**config.mk**
```make
export PLATFORM = sky130hd
export DESIGN_NAME = util_stepdw_ctrl
export DESIGN_NICKNAME = d
export VERILOG_FILES = /design/src/rtl/util_stepdw_pkg.sv /design/src/rtl/util_skid2.sv /design/src/rtl/util_stepdw_ctrl.sv
export SDC_FILE = /design/constraint.sdc
export NUM_CORES = 1
export LEC_CHECK = 0
export ABC_AREA = 0
export BUFFER_PORTS_ARGS = -buffer_cell sky130_fd_sc_hd__clkbuf_2
export CAP_MARGIN = 25
export CORE_UTILIZATION = 45
export CTS_CLUSTER_SIZE = 28
export DETAILED_ROUTE_END_ITERATION = 16
export GPL_ROUTABILITY_DRIVEN = 0
export GPL_TIMING_DRIVEN = 0
export PLACE_DENSITY = 0.68
export SLEW_MARGIN = 20
export SYNTH_ARGS = -nofsm -noshare
export SYNTH_HDL_FRONTEND = slang
export SYNTH_SLANG_ARGS = --single-unit
```
**constraint.sdc**
```tcl
create_clock -name clk_i -period 8 [get_ports clk_i]
set_input_delay 0.4 -clock clk_i [delete_from_list [all_inputs] [get_ports clk_i]]
set_output_delay 0.4 -clock clk_i [all_outputs]
set_load 0.01 [all_outputs]
```
**src/rtl/util_stepdw_pkg.sv**
```systemverilog
// Shared definitions for the 128b->32b step-down transfer sequencer.
package util_stepdw_pkg;

    localparam int unsigned RATIO = 4;

    typedef enum logic [1:0] {
        ST_IDLE = 2'd0,
        ST_RUN  = 2'd1,
        ST_DONE = 2'd2
    } state_e;

    function automatic int unsigned ceil_div(input int unsigned num, input int unsigned den);
        return (num + den - 1) / den;
    endfunction

endpackage

```
**src/rtl/util_skid2.sv**
```systemverilog
// Two-entry valid/ready holding buffer; head entry drives the registered output.
module util_skid2 #(
    parameter int unsigned W = 33
) (
    input  logic         clk_i,
    input  logic         rst_i,
    input  logic         push_i,
    input  logic [W-1:0] din_i,
    input  logic         pop_i,
    output logic [W-1:0] dout_o,
    output logic         valid_o,
    output logic [1:0]   occ_o
);

    logic [W-1:0] head_q, tail_q;
    logic [1:0]   occ_q;
    logic         do_pop, do_push;

    assign do_pop  = pop_i && (occ_q != 2'd0);
    assign do_push = push_i && ((occ_q != 2'd2) || do_pop);

    assign dout_o  = head_q;
    assign valid_o = (occ_q != 2'd0);
    assign occ_o   = occ_q;

    always_ff @(posedge clk_i) begin
        if (rst_i) begin
            head_q <= '0;
            tail_q <= '0;
            occ_q  <= 2'd0;
        end else if (do_push && do_pop) begin
            if (occ_q == 2'd1) begin
                head_q <= din_i;
            end else begin
                head_q <= tail_q;
                tail_q <= din_i;
            end
        end else if (do_pop) begin
            head_q <= tail_q;
            occ_q  <= occ_q - 2'd1;
        end else if (do_push) begin
            if (occ_q == 2'd0) begin
                head_q <= din_i;
            end else begin
                tail_q <= din_i;
            end
            occ_q <= occ_q + 2'd1;
        end
    end

endmodule

```
**src/rtl/util_stepdw_ctrl.sv**
```systemverilog
// Sequences one word-count command through the step-down FIFO: admits whole
// upstream beats, drains them as 32b words, trims the tail and flags the last word.
module util_stepdw_ctrl
    import util_stepdw_pkg::*;
#(
    parameter int unsigned DW_IN  = 128,
    parameter int unsigned DW_OUT = 32,
    parameter int unsigned CNT_W  = 16
) (
    input  logic              clk_i,
    input  logic              rst_i,
    input  logic              cmd_valid_i,
    output logic              cmd_ready_o,
    input  logic [CNT_W-1:0]  cmd_words_i,
    input  logic              s_valid_i,
    output logic              s_ready_o,
    output logic              fifo_wren_o,
    output logic              fifo_rden_o,
    input  logic              fifo_full_i,
    input  logic              fifo_empty_i,
    input  logic [DW_OUT-1:0] fifo_dout_i,
    output logic              m_valid_o,
    input  logic              m_ready_i,
    output logic [DW_OUT-1:0] m_data_o,
    output logic              m_last_o,
    output logic              busy_o,
    output logic              done_o
);

    localparam int unsigned TW = CNT_W + 2;

    if (DW_IN != DW_OUT * RATIO) begin : g_bad_ratio
        $error("util_stepdw_ctrl: DW_IN must equal DW_OUT*RATIO");
    end

    state_e           state_q;
    logic [CNT_W-1:0] n_q, beats_q, beats_in_q;
    logic [TW-1:0]    total_q, words_rd_q;
    logic             inflight_q, keep_q, last_q;
    logic             cmd_ready_q, busy_q, done_q;

    logic             run, pop, xfer_end;
    logic [1:0]       occ;
    logic [2:0]       occ_eff;
    logic [CNT_W-1:0] cmd_beats;

    assign run       = (state_q == ST_RUN);
    assign cmd_beats = CNT_W'(ceil_div(32'(cmd_words_i), RATIO));

    assign s_ready_o   = run && !fifo_full_i && (beats_in_q < beats_q);
    assign fifo_wren_o = s_valid_i && s_ready_o;

    // Counting this cycle's pop lets a free-flowing sink take one word per cycle.
    assign pop     = m_valid_o && m_ready_i;
    assign occ_eff = 3'(occ) + 3'(inflight_q) - 3'(pop);
    assign fifo_rden_o = run && !fifo_empty_i && (words_rd_q < total_q) && (occ_eff < 3'd2);

    assign xfer_end = (beats_in_q == beats_q) && (words_rd_q == total_q)
                      && !inflight_q && (occ == 2'd0);

    util_skid2 #(
        .W (DW_OUT + 1)
    ) u_skid (
        .clk_i   (clk_i),
        .rst_i   (rst_i),
        .push_i  (inflight_q && keep_q),
        .din_i   ({last_q, fifo_dout_i}),
        .pop_i   (pop),
        .dout_o  ({m_last_o, m_data_o}),
        .valid_o (m_valid_o),
        .occ_o   (occ)
    );

    always_ff @(posedge clk_i) begin
        if (rst_i) begin
            state_q     <= ST_IDLE;
            n_q         <= '0;
            beats_q     <= '0;
            beats_in_q  <= '0;
            total_q     <= '0;
            words_rd_q  <= '0;
            inflight_q  <= 1'b0;
            keep_q      <= 1'b0;
            last_q      <= 1'b0;
            cmd_ready_q <= 1'b1;
            busy_q      <= 1'b0;
            done_q      <= 1'b0;
        end else begin
            inflight_q <= fifo_rden_o;
            done_q     <= 1'b0;
            // Tag each read with its word index so tail words are dropped on arrival.
            if (fifo_rden_o) begin
                keep_q     <= words_rd_q < TW'(n_q);
                last_q     <= (words_rd_q + TW'(1)) == TW'(n_q);
                words_rd_q <= words_rd_q + TW'(1);
            end
            if (fifo_wren_o) begin
                beats_in_q <= beats_in_q + CNT_W'(1);
            end
            case (state_q)
                ST_IDLE: begin
                    if (cmd_valid_i) begin
                        n_q         <= cmd_words_i;
                        beats_q     <= cmd_beats;
                        total_q     <= TW'(cmd_beats) * TW'(RATIO);
                        beats_in_q  <= '0;
                        words_rd_q  <= '0;
                        cmd_ready_q <= 1'b0;
                        busy_q      <= 1'b1;
                        if (cmd_words_i == '0) begin
                            state_q <= ST_DONE;
                            done_q  <= 1'b1;
                        end else begin
                            state_q <= ST_RUN;
                        end
                    end
                end
                ST_RUN: begin
                    if (xfer_end) begin
                        state_q <= ST_DONE;
                        done_q  <= 1'b1;
                    end
                end
                ST_DONE: begin
                    state_q     <= ST_IDLE;
                    cmd_ready_q <= 1'b1;
                    busy_q      <= 1'b0;
                end
                default: begin
                    state_q     <= ST_IDLE;
                    cmd_ready_q <= 1'b1;
                    busy_q      <= 1'b0;
                end
            endcase
        end
    end

    assign cmd_ready_o = cmd_ready_q;
    assign busy_o      = busy_q;
    assign done_o      = done_q;

endmodule

```
==> summary.txt <==
Run status
  • Status: finished, final reports clean

Clock network
  • Clk root buf: clkbuf_16
  • CTS tree: done
  • CTS Hold Bufs: 0
  • Clock latency on the worst-skew pair: 420 ps
  • Post-CTS sizing: 0
  • Worst-path clk slew: 60 ps
  • H-tree Lvls: 4
  • Clock sink total: 141
  • Setup bufs post-CTS: 0
  • TritonCTS buffer count: 17
  • Clock tree buffer depth: 2

Global routing
  • Vias in the first global route: roughly 6,500
  • First-pass GRT wire length: between 30,000 and 40,000 um
  • Initial antenna violation count: 0
  • Maximum number of pins on one net before global-route repair: 17
  • Grt ovf: 0
  • Overall Global Routing Usage: 25.0%

Logic synthesis
  • Top cells by count, synth: 141 x dfxtp_1, 140 x nand2_1, 99 x nor2_1
  • Synth unique cells: 59
  • XOR/XNOR Fraction of Synth Area: 5.01%
  • Synthesized Nets: 1,040
  • Mapped Cells: 931
  • Number of synthesized flops with an enable pin: 0
  • Simple-gate share of the synthesized area: 22.8%
  • Synth top area cells: dfxtp_1 38%, ha_1 8.8%, nand2_1 7.0%
  • Async SR Flop Fraction: 0%
  • Top_reg_cell synth: dfxtp_1
  • Synth Register Bits: 141
  • Mean Syn Cell Area: ~8.1 um^2
  • Main combinational cell family by area after synthesis: simple AND/OR/NAND/NOR gates
  • Mux share of post-synthesis cell area: 4.14%
  • Cell area after synthesis: between 7000 and 8000 um^2
  • Share of the synthesized area in the top cell type: 37.5%
  • Synth Area in Compound Gates: 16.5%
  • Synth Area in Adders: 9.09%
  • Synth warn: 0
  • Sequential-to-total area share from yosys stat: 37.5%
  • Largest area contributor in the netlist: dfxtp_1
  • Most frequent cell after synthesis: dfxtp_1

Finish
  • Area of the multi-input gates: 4320 um^2
  • ANT cells: 0
  • Synth-to-Final Area Change: 17.3%
  • FF+latch area: roughly 2800 um^2
  • Share of cells above drive strength 1: ~14%
  • Fill cells: 1,568
  • Fin cells: 1,271
  • NumNets Final: approximately 1,200

Pwr
  • VDD IR max: 0.163 mV
  • Combinational group share of total power: a little under a fifth
  • Sw frac: 30.2%
  • Tot Pwr: 1.92 mW
  • Clk pwr share: 39.9%
  • LEAKAGE: 3.53 nW
  • Pwr/cell area: between 200 and 250 nW/um^2
  • P_sw: roughly 0.58 mW
  • Internal: roughly 1.3 mW
  • Flop pwr share: around two fifths

Route
  • Vias per inst: 5.45
  • Drt first pass iters: 6
  • Residual DRC count: 0
  • Post-DRT Antenna Nets: 0
  • Via Count: 6,928
  • Initial DRC Count: 468
  • Final wirelength: between 20,000 and 25,000 um
  • Routed len/inst: 16.5 um

STA
  • Worst slew margin: 55.1%
  • Peak Freq: 231 MHz
  • Unrepaired setup endpoints after global routing: false
  • Final setup viols: 0
  • Min Tclk post-route: 4320 ps
  • Slew Limit Fails: 0
  • Clk_skew: 7.26 ps
  • TNS Setup: 0 ps
  • Hold Fails Final Rpt: 0
  • Worst slew pin tran: ~670 ps
  • Final worst-path cycle share: 54.0%

Worst setup path
  • Critical Path Source Type: flop
  • Setup CP Type: reg2out
  • CP Capture Type: output port
  • Critical path arrival: 3920 ps
  • Crit Path Max Fanout: 8
  • WP data required: between 7000 and 8000 ps

Floorplan
  • Die height: 131 um
  • Core Area: 16,100 um^2
  • # rows: 46
  • Die ar.: 17,200 um^2
  • Initial Utilization: 46.7%
  • I/O pins: 95
  • Die span in x: 131 um

Place
  • Buffers on Ports: 93
  • Placed Instances: 1,240
  • DPL Wire Length: 15,800 um

Worst hold path
  • HP Class: in2reg

Job
  • Max-cap viol count: 0
-- worst paths after layout --
| path | slack [ps] | start | cells past startpoint | end |
|---|---|---|---|---|
| min | 200 | fifo_dout_i[2] | 3 | u_skid.tail_q[2] |
| min reg2reg | 450 | u_skid.tail_q[7] | 2 | u_skid.tail_q[7] |
| max reg2reg | 4070 | u_skid.occ_o[0] | 14 | words_rd_q[10] |
| max | 3680 | u_skid.occ_o[0] | 14 | fifo_rden_o |
-- cells in the final DEF, fill, tap and decap left out, types with 4 or more instances in the layout --
cell        netlist  layout
nand2b_1          5       5
nand4_1          14      14
and2_1            4       4
mux2i_1          30      30
a211oi_1         42      42
nor4_1           18      18
nand3_1          16      16
nor2b_1           7       7
clkbuf_2          0      93
or4_1             8       8
nand3b_1          5       5
inv_6             0       4
nor2_1           99      99
dfxtp_1         141     141
a21oi_1          93      93
ha_1             53      53
clkinvlp_4        0       4
o21ai_1           9       9
buf_2             5       5
o31ai_1           5       5
or2_2             4       4
nor3_1           11      11
nand2_1         140     140
o21ai_0          11      11
a31oi_1           4       4
or3_1            23      23
xor2_1           14      14
inv_1            42      42
clkbuf_16         0      17
o21a_1            4       4
a21o_1           10      10
xnor2_1          29      29
clkbuf_1         44      45
-- state kept, by name, indices dropped and copies added (netlist names) --
name	cells
u_skid.tail_q	33
keep_q	1
cmd_ready_o	1
u_skid.occ_o	2
u_skid.dout_o	33
state_q	2
total_q	15
done_o	1
beats_in_q	16
words_rd_q	18
last_q	1
inflight_q	1
n_q	16
busy_o	1
-- worst max-delay path: stages (launching register included) --
cell      delay [ps]
dfxtp_1          310
inv_1            150
ha_1             260
inv_1             90
nand2_1           80
clkinv_1         190
ha_1             320
nand2b_1         150
fa_1             530
nor4b_1          340
nand2_1          120
or4_1            470
clkbuf_1         190
inv_2            140
clkbuf_2         140
-- per-layer routing --
metal / vias up / global-route usage (%) / share of wire (%)
met5: - / 0 / 0
met4: 0 / 7.30 / 1.7
met3: 24 / 6.56 / 6.5
met2: 194 / 40.7 / 46
met1: 3233 / 32.3 / 46
li1: 3477 / - / -
-- logic make-up (layout without fill, tap and decap cells) --
kind of cell	after synthesis	count (layout)
DFF	141	141
AOI/OAI and AO/OA	198	198
and+or+nand+nor	367	367
adders and majority gates	54	54
xor gates and xnor gates	43	43
muxes	31	31
buffers and inverters	97	221
-- metrics by stage --
| step | area, um^2 | hold WS [ps] | utilization, % | setup slack [ps] |
|---|---|---|---|---|
| after floorplan | 7520 | 432 | - | 4550 |
| after global placement | 8250 | 438 | 51.2 | 4160 |
| after detailed placement | 8250 | 447 | 51.2 | 4110 |
| after CTS | 8820 | 198 | 54.7 | 3690 |
| after global routing | 8820 | 210 | 54.7 | 3380 |
| final | 8820 | 204 | 54.7 | 3680 |
-- power groups by stage --
stage | registers [mW] | logic [mW] | clock network (mW)
2_1_floorplan | 0.808 | 0.218 | 0
6_report | 0.784 | 0.368 | 0.765
5_1_grt | 0.790 | 0.410 | 0.810
4_1_cts | 0.784 | 0.368 | 0.774
3_5_place_dp | 0.799 | 0.366 | 0
3_3_place_gp | 0.797 | 0.362 | 0
-- layout make-up --
type / count / area share (%)
clock inverters: 11 / 1.23
well taps: 216 / 3.06
clock buffers: 20 / 5.18
multi-input cells: 693 / 49.0
flip-flops and latches: 141 / 32.0
inverters: 45 / 1.92
repair buffers: 93 / 5.28
plain buffers: 52 / 2.33
Note: power is estimated with default switching activity, not from simulation.
